===== src/rtl/lcd_pattern_writer_if.sv =====
// Pixel-FIFO write-side bundle: frame request/status plus the 8-bit FIFO write port.
interface lcd_pattern_writer_if;
    logic       Frame_Start;
    logic [1:0] Pattern;
    logic       FIFO_Full;
    logic       FIFO_WE;
    logic [7:0] FIFO_DI;
    logic       Busy;
    logic       Frame_Done;

    modport master (
        input  Frame_Start, Pattern, FIFO_Full,
        output FIFO_WE, FIFO_DI, Busy, Frame_Done
    );

    modport slave (
        output Frame_Start, Pattern, FIFO_Full,
        input  FIFO_WE, FIFO_DI, Busy, Frame_Done
    );
endinterface


===== src/rtl/lcd_pattern_writer.sv =====
// Generates one RGB565 test-pattern frame per request and streams it, high byte first,
// into the 8-bit write port of the display FIFO while honouring FIFO_Full.
//
// state    | meaning
// ---------+-------------------------------------------------------------
// S_IDLE   | waiting for Frame_Start; FIFO_DI parked at 8'h00
// S_WR_HI  | presenting pixel[15:8]; written when the FIFO is not full
// S_WR_LO  | presenting pixel[7:0]; on write, advance x/y or finish frame
module lcd_pattern_writer #(
    parameter int H_ACTIVE = 800,
    parameter int V_ACTIVE = 480,
    parameter int BAR_W    = 100
) (
    input  logic                 CLK,
    input  logic                 nRST,
    lcd_pattern_writer_if.master bus
);

    localparam int XW = $clog2(H_ACTIVE);
    localparam int YW = (V_ACTIVE > 1) ? $clog2(V_ACTIVE) : 1;
    localparam int BW = (BAR_W > 1) ? $clog2(BAR_W) : 1;

    localparam logic [XW-1:0] X_LAST   = XW'(H_ACTIVE - 1);
    localparam logic [YW-1:0] Y_LAST   = YW'(V_ACTIVE - 1);
    localparam logic [BW-1:0] SUB_LAST = BW'(BAR_W - 1);

    typedef enum logic [1:0] {
        S_IDLE  = 2'd0,
        S_WR_HI = 2'd1,
        S_WR_LO = 2'd2
    } state_t;

    state_t        r_state;
    state_t        w_next_state;
    logic [1:0]    r_pattern;
    logic [XW-1:0] r_x;
    logic [YW-1:0] r_y;
    logic [2:0]    r_bar_idx;
    logic [BW-1:0] r_bar_sub;
    logic          r_frame_done;

    logic          w_we;
    logic [7:0]    w_di;
    logic          w_start;
    logic          w_advance;
    logic          w_x_last;
    logic          w_last_pixel;
    logic [15:0]   w_pixel;
    logic [15:0]   w_bar_color;
    logic [5:0]    w_x_hi;
    logic          w_y_b4;

    assign w_start      = (r_state == S_IDLE) && bus.Frame_Start;
    assign w_x_last     = (r_x == X_LAST);
    assign w_last_pixel = w_x_last && (r_y == Y_LAST);

    // x[7:2] and y[4], zero-extended when the counters are narrower than the pattern needs
    generate
        if (XW >= 8) begin : g_x_wide
            assign w_x_hi = r_x[7:2];
        end else if (XW > 2) begin : g_x_mid
            assign w_x_hi = {{(8 - XW){1'b0}}, r_x[XW-1:2]};
        end else begin : g_x_narrow
            assign w_x_hi = 6'd0;
        end

        if (YW > 4) begin : g_y_wide
            assign w_y_b4 = r_y[4];
        end else begin : g_y_narrow
            assign w_y_b4 = 1'b0;
        end
    endgenerate

    always_comb begin
        w_bar_color = 16'h0000;
        case (r_bar_idx)
            3'd0:    w_bar_color = 16'hFFFF;
            3'd1:    w_bar_color = 16'hFFE0;
            3'd2:    w_bar_color = 16'h07FF;
            3'd3:    w_bar_color = 16'h07E0;
            3'd4:    w_bar_color = 16'hF81F;
            3'd5:    w_bar_color = 16'hF800;
            3'd6:    w_bar_color = 16'h001F;
            default: w_bar_color = 16'h0000;
        endcase
    end

    always_comb begin
        w_pixel = 16'hFFFF;
        case (r_pattern)
            2'd0:    w_pixel = 16'hFFFF;
            2'd1:    w_pixel = w_bar_color;
            2'd2:    w_pixel = {w_x_hi[5:1], w_x_hi, w_x_hi[5:1]};
            default: w_pixel = (w_x_hi[2] ^ w_y_b4) ? 16'hFFFF : 16'h0000;
        endcase
    end

    always_comb begin
        w_next_state = r_state;
        w_we         = 1'b0;
        w_di         = 8'h00;
        w_advance    = 1'b0;
        case (r_state)
            S_IDLE: begin
                if (bus.Frame_Start) begin
                    w_next_state = S_WR_HI;
                end
            end
            S_WR_HI: begin
                w_di = w_pixel[15:8];
                if (!bus.FIFO_Full) begin
                    w_we         = 1'b1;
                    w_next_state = S_WR_LO;
                end
            end
            S_WR_LO: begin
                w_di = w_pixel[7:0];
                if (!bus.FIFO_Full) begin
                    w_we         = 1'b1;
                    w_advance    = 1'b1;
                    w_next_state = w_last_pixel ? S_IDLE : S_WR_HI;
                end
            end
            default: w_next_state = S_IDLE;
        endcase
    end

    always_ff @(posedge CLK or negedge nRST) begin
        if (!nRST) begin
            r_state <= S_IDLE;
        end else begin
            r_state <= w_next_state;
        end
    end

    // Bar index/sub-count track x / BAR_W incrementally; the index saturates at 7
    always_ff @(posedge CLK or negedge nRST) begin
        if (!nRST) begin
            r_pattern    <= 2'd0;
            r_x          <= '0;
            r_y          <= '0;
            r_bar_idx    <= 3'd0;
            r_bar_sub    <= '0;
            r_frame_done <= 1'b0;
        end else begin
            r_frame_done <= w_advance && w_last_pixel;
            if (w_start) begin
                r_pattern <= bus.Pattern;
                r_x       <= '0;
                r_y       <= '0;
                r_bar_idx <= 3'd0;
                r_bar_sub <= '0;
            end else if (w_advance) begin
                if (w_x_last) begin
                    r_x       <= '0;
                    r_y       <= w_last_pixel ? '0 : r_y + 1'b1;
                    r_bar_idx <= 3'd0;
                    r_bar_sub <= '0;
                end else begin
                    r_x <= r_x + 1'b1;
                    if (r_bar_sub == SUB_LAST) begin
                        r_bar_sub <= '0;
                        if (r_bar_idx != 3'd7) begin
                            r_bar_idx <= r_bar_idx + 3'd1;
                        end
                    end else begin
                        r_bar_sub <= r_bar_sub + 1'b1;
                    end
                end
            end
        end
    end

    assign bus.FIFO_WE    = w_we;
    assign bus.FIFO_DI    = w_di;
    assign bus.Busy       = (r_state != S_IDLE);
    assign bus.Frame_Done = r_frame_done;

endmodule

===== src/flat_wrapper.sv =====
// flat-port wrapper written by rule: the top's interface ports become plain ports
module lcd_pattern_writer_flat 
#(
    parameter int H_ACTIVE = 800,
    parameter int V_ACTIVE = 480,
    parameter int BAR_W    = 100
)
  (CLK, nRST, bus_Frame_Start, bus_Pattern, bus_FIFO_Full, bus_FIFO_WE, bus_FIFO_DI, bus_Busy, bus_Frame_Done);
  lcd_pattern_writer_if bus_i ();
  input  logic CLK;
  input  logic nRST;
  input wire logic [$bits(bus_i.Frame_Start)-1:0] bus_Frame_Start;
  input wire logic [$bits(bus_i.Pattern)-1:0] bus_Pattern;
  input wire logic [$bits(bus_i.FIFO_Full)-1:0] bus_FIFO_Full;
  output wire logic [$bits(bus_i.FIFO_WE)-1:0] bus_FIFO_WE;
  output wire logic [$bits(bus_i.FIFO_DI)-1:0] bus_FIFO_DI;
  output wire logic [$bits(bus_i.Busy)-1:0] bus_Busy;
  output wire logic [$bits(bus_i.Frame_Done)-1:0] bus_Frame_Done;
  assign bus_i.Frame_Start = bus_Frame_Start;
  assign bus_i.Pattern = bus_Pattern;
  assign bus_i.FIFO_Full = bus_FIFO_Full;
  assign bus_FIFO_WE = bus_i.FIFO_WE;
  assign bus_FIFO_DI = bus_i.FIFO_DI;
  assign bus_Busy = bus_i.Busy;
  assign bus_Frame_Done = bus_i.Frame_Done;
  lcd_pattern_writer #(.H_ACTIVE(H_ACTIVE), .V_ACTIVE(V_ACTIVE), .BAR_W(BAR_W)) u_core (.CLK(CLK), .nRST(nRST), .bus(bus_i));
endmodule

===== config.mk =====
export PLATFORM = sky130hd
export DESIGN_NAME = lcd_pattern_writer_flat
export DESIGN_NICKNAME = d
export VERILOG_FILES = /design/src/rtl/lcd_pattern_writer_if.sv /design/src/rtl/lcd_pattern_writer.sv /design/src/flat_wrapper.sv
export SDC_FILE = /design/constraint.sdc
export NUM_CORES = 1
export LEC_CHECK = 0
export CORE_ASPECT_RATIO = 1.2
export CORE_UTILIZATION = 45
export CTS_BUF_LIST = sky130_fd_sc_hd__clkbuf_16
export CTS_CLUSTER_DIAMETER = 50
export DETAILED_ROUTE_END_ITERATION = 8
export PLACE_DENSITY = 0.67
export SETUP_SLACK_MARGIN = 0.05
export SYNTH_ARGS = -nofsm -noshare
export SYNTH_HDL_FRONTEND = slang
export SYNTH_SLANG_ARGS = --single-unit
export TNS_END_PERCENT = 20

===== constraint.sdc =====
create_clock -name CLK -period 1.9 [get_ports CLK]
set_input_delay 0.285 -clock CLK [delete_from_list [all_inputs] [get_ports CLK]]
set_output_delay 0.285 -clock CLK [all_outputs]
set_load 0.02 [all_outputs]

==> flow_summary_export.csv, run 1 <==
group,metric,value,unit
timing,maxSlewViolCount,0,
worst_setup_path,rr_worst_depth,8,
timing,max_freq,413,MHz
clock_network,h-tree-depth,2,
worst_setup_path,crit_path_start_kind,"flop",
clock_network,clk_pin_slew_worst_paths,60,ps
global_route,antenna_found_initial,0,
final_layout,fill_cells,402,
timing,finalSetupViolCount,8,
logic_synthesis,syn_avg_cell_area,8.73,µm²
timing,tightest_slew,435,ps
place,hpwl,3.71,mm
clock_network,clkSinkCount,34,
global_route,grt_pass1_vias,2000,
worst_setup_path,crit_type,"reg -> out",
timing,skew,7.01,ps
worst_setup_path,critPathRequiredTime,1620,ps
detailed_routing,dr.pass1.iters,4,
timing,fin_ws,-519,ps
clock_network,cts_tree,"built",
final_layout,layout_commonest_cell,"nand2_1",
place,gp_congestion,0.824,
clock_network,numCtsBuffers,5,
logic_synthesis,synthArstFlopShare,100,%
floorplanning,io_pins,17,
power,p_leak,1.35,nW
logic_synthesis,syn_area,0.00221,mm²
final_layout,layout-drive-gt1-share,32.7,%
logic_synthesis,synth_edf_count,0,
floorplanning,die_h,78.7,µm
detailed_routing,drc,0,
detailed_routing,wl_per_cell,14.6,µm
logic_synthesis,postSynthCellCount,253,
global_route,grtUsageTotal,22.6,%
logic_synthesis,ys.flop_type,"dfrtp_1",
detailed_routing,wl,5.30,mm
floorplanning,row_count,27,
flow_run,max_cap_viol_count,0,
power,vdd.ir_drop.worst,0.681,mV
clock_network,clk_latency,280,ps
final_layout,area.growth.synth_to_final,35.7,%
global_route,grt_pass1_wl,9.14,mm
status,violations,"negative setup slack",
final_layout,final_cells,364,
logic_synthesis,synth-seq-cells,34,
clock_network,cts.path.max_buffers,2,
detailed_routing,vias_per_cell,5.58,
logic_synthesis,ys_seq_area_share,38.5,%
logic_synthesis,syn-num-nets,272,
floorplanning,dieArea,0.00519,mm²
timing,hold_viol_final,0,
worst_hold_path,min_path_type,"in -> async",
timing,rsz0062_at_grt,"yes",
logic_synthesis,synth.distinct_cells,50,
power,power_density,1360,mW/mm²
global_route,grt_start_max_net_pins,35,
logic_synthesis,ys_top_cells_by_area,"dfrtp_1, ha_1, nand2_1",
timing,finalCriticalPeriod,2420,ps
detailed_routing,vias,2031,
power,report.power.total,4.08,mW
status,status,"finished with violations",
detailed_routing,drt_iter0_drc,85,
final_layout,fin_nets,324,
final_layout,final_cell_mix,"nand2_1, dfrtp_1, buf_4, nor2_1, o21ai_0",
place,port_buffers,16,
logic_synthesis,synth_largest_area_cell,"dfrtp_1",
worst_setup_path,critPathArrivalTime,2130,ps
timing,post-route-period-util,127,%
floorplanning,start_util,47.4,%
clock_network,cts_root_buffer,"clkbuf_16",
final_layout,final_util,64.3,%
worst_setup_path,end_kind,"primary output",
detailed_routing,ant_nets,0,
final_layout,insertedDiodeCount,0,
floorplanning,die_width,66.0,µm
worst_setup_path,crit_fanout,4,
global_route,overflow,0,
clock_network,post_cts_buffers,0,
logic_synthesis,yosysTopAreaCellShare,38.5,%
logic_synthesis,yosysWarnings,0,
floorplanning,core_area,0.00466,mm²
place,dp.cells,356,
timing,slew_headroom,71.0,%
==> cell families after synthesis <==
group	count (synthesis)	share of synthesized area, %
DFF	34	38.5
adders and majority gates	13	7.37
AOI/OAI and AO/OA	59	18.2
buffers and inverters	16	3.85
and+or+nand+nor	116	25.8
xor gates and xnor gates	12	4.76
muxes	3	1.47
==> what timing repair did <==
item,in CTS,in global routing
hold buffers,0,0
endpoints found under the setup margin,17,29
gates resized for setup,46,28
pin swaps,1,7
gates cloned,0,0
==> final cells by class <==
class / instances / area, µm² / area share, %
timing repair buffer: 52 / 420 / 14.0
multi-input combinational: 203 / 1430 / 47.6
clock inverter: 3 / 68.8 / 2.30
clock buffer: 5 / 125 / 4.18
sequential: 34 / 851 / 28.4
tap: 58 / 72.6 / 2.42
inverter: 9 / 33.8 / 1.13
==> critical path, cell delays in order (launching register included) <==
cell and delay [ps]:
dfrtp_1 410, ha_2 230, ha_4 160, or4_4 450, nand3_4 120, nand2_1 70
a221oi_2 240, nor2_2 40, buf_2 150
==> metal layers <==
metal	GRT usage [%]	up-vias	part of all wire, %	wire length, µm
li1	-	1007	-	-
met1	28.8	984	43	2290
met2	38.4	38	53	2820
met3	4.02	2	3.1	163
met4	7.23	0	0.53	28
met5	0	-	0	0
==> sequential cells by signal, summed over array words and instances (netlist names) <==
register,flops
u_core.r_bar_idx,3
u_core.r_pattern,2
u_core.r_bar_sub,7
u_core.r_y,9
u_core.r_x,10
u_core.bus.Frame_Done,1
u_core.r_state,2
==> cells in the mapped netlist, drive strengths merged (3+ instances only) <==
cell and number:
dfrtp 34, clkbuf 4, a31oi 4, o31ai 4
nor4 3, xnor2 3, xor2 9, buf 3
ha 13, o21ai 20, nand4 7, nor3 5
nor2b 4, nand2b 4, a221oi 3, a22o 4
nor2 27, and3 4, inv 9, nand3 8
and2 4, a21oi 14, nand2 43, a22oi 3
==> power by group <==
| part | total [mW] | leakage, nW | switching, mW | internal [mW] |
|---|---|---|---|---|
| Clock | 1.05 | 0.0940 | 0.298 | 0.753 |
| Combinational | 2.06 | 0.802 | 1.15 | 0.912 |
| Sequential | 0.973 | 0.454 | 0.125 | 0.848 |
| Total | 4.08 | 1.35 | 1.57 | 2.51 |
==> final timing paths <==
| path | from | end | slack (ps) |
|---|---|---|---|
| min | nRST | u_core.r_state[0]$_DFFE_PN0P_ | 420 |
| min reg2reg | u_core.r_x[9]$_DFFE_PN0P_ | u_core.r_x[9]$_DFFE_PN0P_ | 490 |
| min in group CLK | u_core.r_x[9]$_DFFE_PN0P_ | u_core.r_x[9]$_DFFE_PN0P_ | 490 |
| max | u_core.r_bar_idx[0]$_DFFE_PN0P_ | bus_FIFO_DI[1] | -520 |
| max in group asynchronous | nRST | u_core.r_x[1]$_DFFE_PN0P_ | 1160 |
| max reg2reg | u_core.r_state[0]$_DFFE_PN0P_ | u_core.r_x[5]$_DFFE_PN0P_ | 20 |
==> metrics by stage <==
stage / worst slack, ps / instance area, µm² / TNS (ps) / hold slack (ps)
2_1_floorplan: -99.7 / 2250 / -606 / -10.6
3_3_place_gp: -578 / 2720 / -4180 / 475
3_5_place_dp: -608 / 2720 / -4390 / 479
4_1_cts: -497 / 2920 / -3780 / 439
5_1_grt: -606 / 3000 / -4400 / 463
6_report: -519 / 3000 / -3740 / 420
No activity file was read; power rests on OpenSTA's default activity.
==> inputs of run 2 (changes only) <==
Settings changed: ABC_AREA set to 1, PLACE_DENSITY 0.67 to 0.66.
==> run 2 against run 1 <==
Compared with the run above:
- global-route usage is 1.9 points lower
- die area is 8.0% higher
- design area is 1.5% higher
- the flow still finishes with violations (negative setup slack)
- wire length is 0.81% lower
- hold slack worse by 4.0 ps
- critical path type unchanged
- largest power group unchanged
- flip-flop and latch count stayed put
- clock skew is 2.8 ps lower
==> flow_summary_export.csv, run 2 <==
group,metric,value,unit
clock_network,h-tree-depth,2,
worst_setup_path,r2r_slack,240,ps
global_route,grtUsageTotal,20.7,%
worst_hold_path,min_path_type,"in -> async",
timing,hold_viol_final,0,
timing,skew,4.20,ps
logic_synthesis,yosysTopAreaCellShare,35.6,%
timing,maxSlewViolCount,0,
timing,post-route-period-util,110,%
final_layout,reg_top3,"u_core.r_x x10, u_core.r_y x9, u_core.r_bar_sub x7",
timing,finalSetupViolCount,8,
logic_synthesis,synth.distinct_cells,33,
worst_setup_path,crit-reg2reg-capture,"u_core.r_x[8]$_DFFE_PN0P_",
logic_synthesis,synthMostInstantiatedCell,"nand2_1",
worst_setup_path,crit_type,"reg -> out",
worst_setup_path,rr_worst_depth,9,
logic_synthesis,syn_area,0.00239,mm²
clock_network,numCtsBuffers,5,
worst_setup_path,cpPeakStageDelay,440,ps
worst_setup_path,critPathRequiredTime,1620,ps
worst_setup_path,r2r-start,"u_core.r_state[0]$_DFFE_PN0P_",
detailed_routing,vias,2288,
clock_network,clk_latency,280,ps
floorplanning,io_pins,17,
final_layout,fin_area,0.00304,mm²
power,p_switching,1.83,mW
detailed_routing,wl_per_cell,11.6,µm
power,clockPowerShare,18.1,%
global_route,grt_pass1_vias,2132,
power,power.internal,2.40,mW
detailed_routing,drc,0,
floorplanning,start_util,47.7,%
floorplanning,dieArea,0.00561,mm²
logic_synthesis,synth-seq-cells,34,
timing,tightest_slew,481,ps
detailed_routing,dr.pass1.iters,4,
final_layout,insertedDiodeCount,0,
global_route,grt_pass1_wl,8.73,mm
status,status,"finished with violations",
final_layout,area.growth.synth_to_final,27.2,%
final_layout,regArea,852,µm²
final_layout,multiInputGateArea,0.00145,mm²
logic_synthesis,ys_seq_area_share,35.6,%
power,power_density,1390,mW/mm²
worst_setup_path,path_cells,"inv_2, ha_2, nor2_4, nand2_4, nand3_4, buf_4, nand2_1, nand2_1, a31oi_1, buf_4",
power,vdd.ir_drop.worst,0.464,mV
final_layout,layout_commonest_cell,"nand2_1",
timing,fin_setup_tns,-1160,ps
floorplanning,die_h,81.9,µm
logic_synthesis,synth_top_cells_by_count,"nand2_1, nor2_1, inv_1",
place,pre_cts_ws,-376,ps
detailed_routing,drt_iter0_drc,57,
logic_synthesis,yosysWarnings,0,
logic_synthesis,ys.flop_type,"dfrtp_1",
final_layout,fin_nets,412,
worst_setup_path,cp-startpoint,"u_core.r_bar_idx[0]$_DFFE_PN0P_",
global_route,antenna_found_initial,0,
logic_synthesis,synthArstFlopShare,100,%
timing,rsz0062_at_grt,"yes",
clock_network,cts_tree,"built",
final_layout,fill_cells,466,
final_layout,layout-drive-gt1-share,20.1,%
place,hpwl,3.75,mm
final_layout,largest_reg_flops,10,
clock_network,clkSinkCount,34,
worst_setup_path,critical_path.slowest_cell,"dfrtp_2",
logic_synthesis,synth_edf_count,0,
place,port_buffers,16,
logic_synthesis,postSynthCellCount,348,
place,placed_area,0.00277,mm²
timing,finalCriticalPeriod,2100,ps
status,violations,"negative setup slack",
floorplanning,die_width,68.5,µm
power,power_frac_seq,25.0,%
final_layout,regMostFlops,"u_core.r_x",
timing,timing.hold.ws,416,ps
worst_setup_path,crit_fanout,5,
logic_synthesis,syn_avg_cell_area,6.87,µm²
detailed_routing,ant_nets,0,
timing,slew_headroom,67.7,%
logic_synthesis,synth_largest_area_cell,"dfrtp_1",
final_layout,final_util,60.7,%
clock_network,clk_pin_slew_worst_paths,50,ps
worst_setup_path,crit_path_start_kind,"flop",
logic_synthesis,syn-num-nets,367,
power,comb_power_share,57.0,%
detailed_routing,vias_per_cell,5.04,
power,p_sw_share,43.3,%
worst_setup_path,end_kind,"primary output",
power,p_leak,1.58,nW
detailed_routing,wl,5.26,mm
clock_network,cts.path.max_buffers,2,
place,gp_congestion,0.845,
final_layout,final_cell_mix,"nand2_1, inv_1, nor2_1, buf_4, dfrtp_1",
timing,fin_ws,-196,ps
floorplanning,core_area,0.00501,mm²
global_route,grt_start_max_net_pins,35,
flow_run,max_cap_viol_count,0,
logic_synthesis,ys_top_cells_by_area,"dfrtp_1, nand2_1, nor2_1",
worst_setup_path,critPathArrivalTime,1810,ps
floorplanning,row_count,28,
clock_network,cts_root_buffer,"clkbuf_16",
timing,max_freq,477,MHz
global_route,overflow,0,
clock_network,ctsHoldBuffers,0,
-- run 2: changes by cell type in the layout (fill, tap and decap cells not counted), sizes merged, moves of 8 or more --
| cell | delta |
|---|---|
| a21oi | -8 |
| nand2 | +77 |
| nand3 | +21 |
| nor2 | +19 |
| inv | +36 |
| buf | -9 |
-- run 2: power groups by stage --
stage | Clock [mW] | Combinational [mW] | Sequential [mW]
2_1_floorplan | 0 | 1.34 | 1.04
3_3_place_gp | 0 | 2.14 | 1.04
3_5_place_dp | 0 | 2.17 | 1.06
4_1_cts | 0.786 | 2.21 | 1.04
5_1_grt | 0.808 | 2.69 | 1.08
6_report | 0.764 | 2.41 | 1.06
-- run 2: what timing repair did --
action / CTS / global route
gates resized for setup: 50 / 32
endpoints found under the setup margin: 10 / 16
pin swaps: 7 / 7
setup buffers: 2 / 1
-- run 2: area by class of cell --
class | count | share of cell area (%)
well taps | 60 | 2.47
inverters | 44 | 5.51
repair buffers | 45 | 11.9
clock buffers | 5 | 4.12
flip-flops and latches | 34 | 28.0
clock inverters | 3 | 0.412
multi-input cells | 263 | 47.6
-- run 2: worst max path at each step --
stage | end | slack (ps) | cells past startpoint
finish | bus_FIFO_DI[4] | -200 | 10
global route | bus_FIFO_DI[5] | -290 | 11
CTS | bus_FIFO_DI[1] | -210 | 7
detailed placement | bus_FIFO_DI[5] | -380 | 11
global placement | bus_FIFO_DI[7] | -340 | 11
floorplan | bus_FIFO_DI[5] | 110 | 10
-- run 2: worst max-delay path: cells and delay by family (launching register included) --
family / cells / cell delay [ps]
AOI/OAI and AO/OA: 1 / 140
adders and majority gates: 1 / 220
buffers and inverters: 3 / 400
DFF: 1 / 440
and+or+nand+nor: 5 / 340
-- run 2: logic make-up after synthesis --
| family | Yosys count | share of synthesized area [%] |
|---|---|---|
| xor+xnor | 5 | 1.83 |
| mux | 1 | 0.419 |
| fa+ha+maj | 13 | 6.80 |
| flops | 34 | 35.6 |
| simple gates | 214 | 39.1 |
| compound gates | 30 | 7.22 |
| buf+inv | 51 | 9.05 |
-- run 2: through the flow --
stage	power, mW	std cells
after floorplan	2.37	348
final	4.23	454
after global routing	4.58	454
after detailed placement	3.22	443
after CTS	4.04	453
after global placement	3.19	443
-- run 2: routing by layer --
layer,part of all wire [%],track usage [%]
met1,46,23.0
met2,50,38.6
met3,2.8,2.92
met4,1.2,7.71
met5,0,0
==> inputs of run 3 (changes only) <==
Settings changed: GPL_TIMING_DRIVEN set to 0, SLEW_MARGIN set to 25.
==> run 3 against run 2 <==
Compared with the run above:
- the flow still finishes with violations (negative setup slack)
- hold slack worse by 11 ps
- sequential share of layout area is 1.2 points higher
- combinational power decreased by 12%
- die area unchanged
- clock power decreased by 1%
- critical path depth grew 1
- largest cell class unchanged
- final cell count fell by 2.9%
- register-to-register slack worse by 40 ps
- fmax grew 0.26%
==> flow_summary_export.csv, run 3 (synthesis gave the netlist of run 2 again) <==
group,metric,value,unit
status,status,"finished with violations",
status,violations,"negative setup slack",
worst_setup_path,crit_path_start_kind,"flop",
final_layout,final_cells,441,
global_route,grt_start_max_net_pins,26,
global_route,antenna_found_initial,0,
detailed_routing,wl,5.26,mm
timing,tightest_slew,514,ps
worst_setup_path,cp-startpoint,"u_core.r_bar_idx[0]$_DFFE_PN0P_",
clock_network,h-tree-depth,2,
worst_setup_path,r2r_slack,200,ps
floorplanning,die_h,81.9,µm
final_layout,insertedDiodeCount,0,
final_layout,layout_commonest_cell,"nand2_1",
timing,fin_ws,-190,ps
timing,slew_headroom,65.5,%
place,port_buffers,16,
final_layout,final_cell_mix,"nand2_1, inv_1, nor2_1, dfrtp_1, nand3_1",
global_route,grtUsageTotal,20.2,%
floorplanning,io_pins,17,
worst_setup_path,end_kind,"primary output",
worst_setup_path,crit-reg2reg-capture,"u_core.r_x[8]$_DFFE_PN0P_",
flow_run,max_cap_viol_count,0,
clock_network,cts.path.max_buffers,2,
detailed_routing,dr.pass1.iters,4,
timing,maxSlewViolCount,0,
power,vdd.ir_drop.worst,0.613,mV
timing,rsz0062_at_grt,"yes",
floorplanning,row_count,28,
timing,max_freq,478,MHz
timing,hold_viol_final,0,
floorplanning,core_area,0.00501,mm²
worst_setup_path,crit_type,"reg -> out",
final_layout,largest_reg_flops,10,
worst_setup_path,r2r-start,"u_core.r_state[0]$_DFFE_PN0P_",
detailed_routing,drc,0,
worst_setup_path,path_cells,"ha_4, ha_4, nor2_4, nand2_4, nand3_4, nand2_2, nand2_1, nand2_1, nand2_1, o21ai_1, buf_4",
final_layout,fin_area,0.00292,mm²
power,power_density,1360,mW/mm²
detailed_routing,drt_iter0_drc,61,
detailed_routing,wl_met2,2.58,mm
final_layout,fill_cells,462,
global_route,grt_pass1_vias,1970,
global_route,grt_pass1_wl,8.56,mm
worst_setup_path,critPathCapture,"bus_FIFO_DI[5]",
worst_setup_path,critPathMostFrequentCell,"nand2_1",
clock_network,clk_pin_slew_worst_paths,60,ps
power,report.power.total,3.97,mW
worst_setup_path,critical_path.slowest_cell,"dfrtp_2",
timing,skew,8.96,ps
place,dp.cells,425,
detailed_routing,drt-met1-wl,2.51,mm
detailed_routing,vias_per_cell,5.01,
detailed_routing,top_layer_used,"met4",
worst_hold_path,min_path_type,"in -> async",
final_layout,regMostFlops,"u_core.r_x",
final_layout,final_util,58.3,%
place,gp_congestion,0.802,
detailed_routing,ant_nets,0,
timing,finalSetupViolCount,8,
worst_setup_path,crit_fanout,5,
place,pre_cts_ws,-448,ps
global_route,overflow,0,
place,placed_area,0.00264,mm²
final_layout,fin_nets,399,
floorplanning,start_util,47.7,%
floorplanning,dieArea,0.00561,mm²
worst_setup_path,cpPeakStageDelay,440,ps
detailed_routing,wl_per_cell,11.9,µm
power,p_leak,1.52,nW
final_layout,area.growth.synth_to_final,22.1,%
worst_setup_path,critPathRequiredTime,1620,ps
timing,finalCriticalPeriod,2090,ps
clock_network,clk_latency,280,ps
floorplanning,die_width,68.5,µm
detailed_routing,vias,2208,
final_layout,layout-drive-gt1-share,17.1,%
timing,post-route-period-util,110,%
clock_network,cts_root_buffer,"clkbuf_16",
clock_network,cts_tree,"built",
detailed_routing,wl_met3,127,µm
worst_setup_path,critPathArrivalTime,1810,ps
final_layout,reg_top3,"u_core.r_x x10, u_core.r_y x9, u_core.r_bar_sub x7",
clock_network,clkSinkCount,34,
clock_network,numCtsBuffers,5,
worst_setup_path,rr_worst_depth,10,
place,hpwl,3.79,mm
-- run 3: what timing repair did --
action | in CTS | in global routing
buffers inserted | 5 | 2
setup endpoints to repair | 10 | 13
hold buffers | 1 | 0
resized for setup | 51 | 30
pin swaps | 2 | 9
endpoints found under the hold margin | 9 | 0
-- run 3: layout make-up --
| cell class | instances | area (µm²) | area share [%] |
|---|---|---|---|
| buffer | 7 | 50.0 | 1.71 |
| clock buffer | 5 | 125 | 4.28 |
| clock inverter | 3 | 12.5 | 0.428 |
| inverter | 44 | 168 | 5.74 |
| multi-input combinational | 263 | 1420 | 48.7 |
| sequential | 34 | 853 | 29.2 |
| tap | 60 | 75.1 | 2.57 |
| timing repair buffer | 25 | 214 | 7.33 |
-- run 3: worst min path at each step --
stage,cells after the start,end,slack (ps),from
detailed placement,1,u_core.r_bar_sub[3]$_DFFE_PN0P_,170,nRST
finish,2,u_core.r_bar_sub[2]$_DFFE_PN0P_,410,nRST
global route,2,u_core.r_bar_sub[2]$_DFFE_PN0P_,450,nRST
floorplan,0,u_core.bus.Frame_Done$_DFF_PN0_,-10,nRST
global placement,1,u_core.r_x[0]$_DFFE_PN0P_,490,u_core.r_x[0]$_DFFE_PN0P_
CTS,2,u_core.r_bar_sub[2]$_DFFE_PN0P_,410,nRST
-- run 3: routing by layer --
| layer | up-vias | global-route usage (%) |
|---|---|---|
| met2 | 32 | 35.1 |
| met4 | 0 | 5.00 |
| met3 | 4 | 3.75 |
| li1 | 1169 | - |
| met5 | - | 0 |
| met1 | 1003 | 25.2 |
-- run 3: metrics by stage --
stage,TNS (ps),hold slack (ps)
after global placement,-10790,489
final,-1170,406
after detailed placement,-3300,171
after CTS,-1420,414
after floorplan,0,-10.6
after global routing,-1900,445
-- run 3: critical path: cells and delay by family, from the launching register on --
kind | cells | cell delay [ps]
buffers and inverters | 1 | 170
DFF | 1 | 440
AOI/OAI and AO/OA | 1 | 60
and+or+nand+nor | 7 | 510
adders and majority gates | 2 | 350
-- run 3: power breakdown --
group	switching, mW	internal, mW	leakage (nW)
registers	0.186	0.902	0.456
clock network	0.283	0.473	0.0724
logic	1.31	0.815	0.993
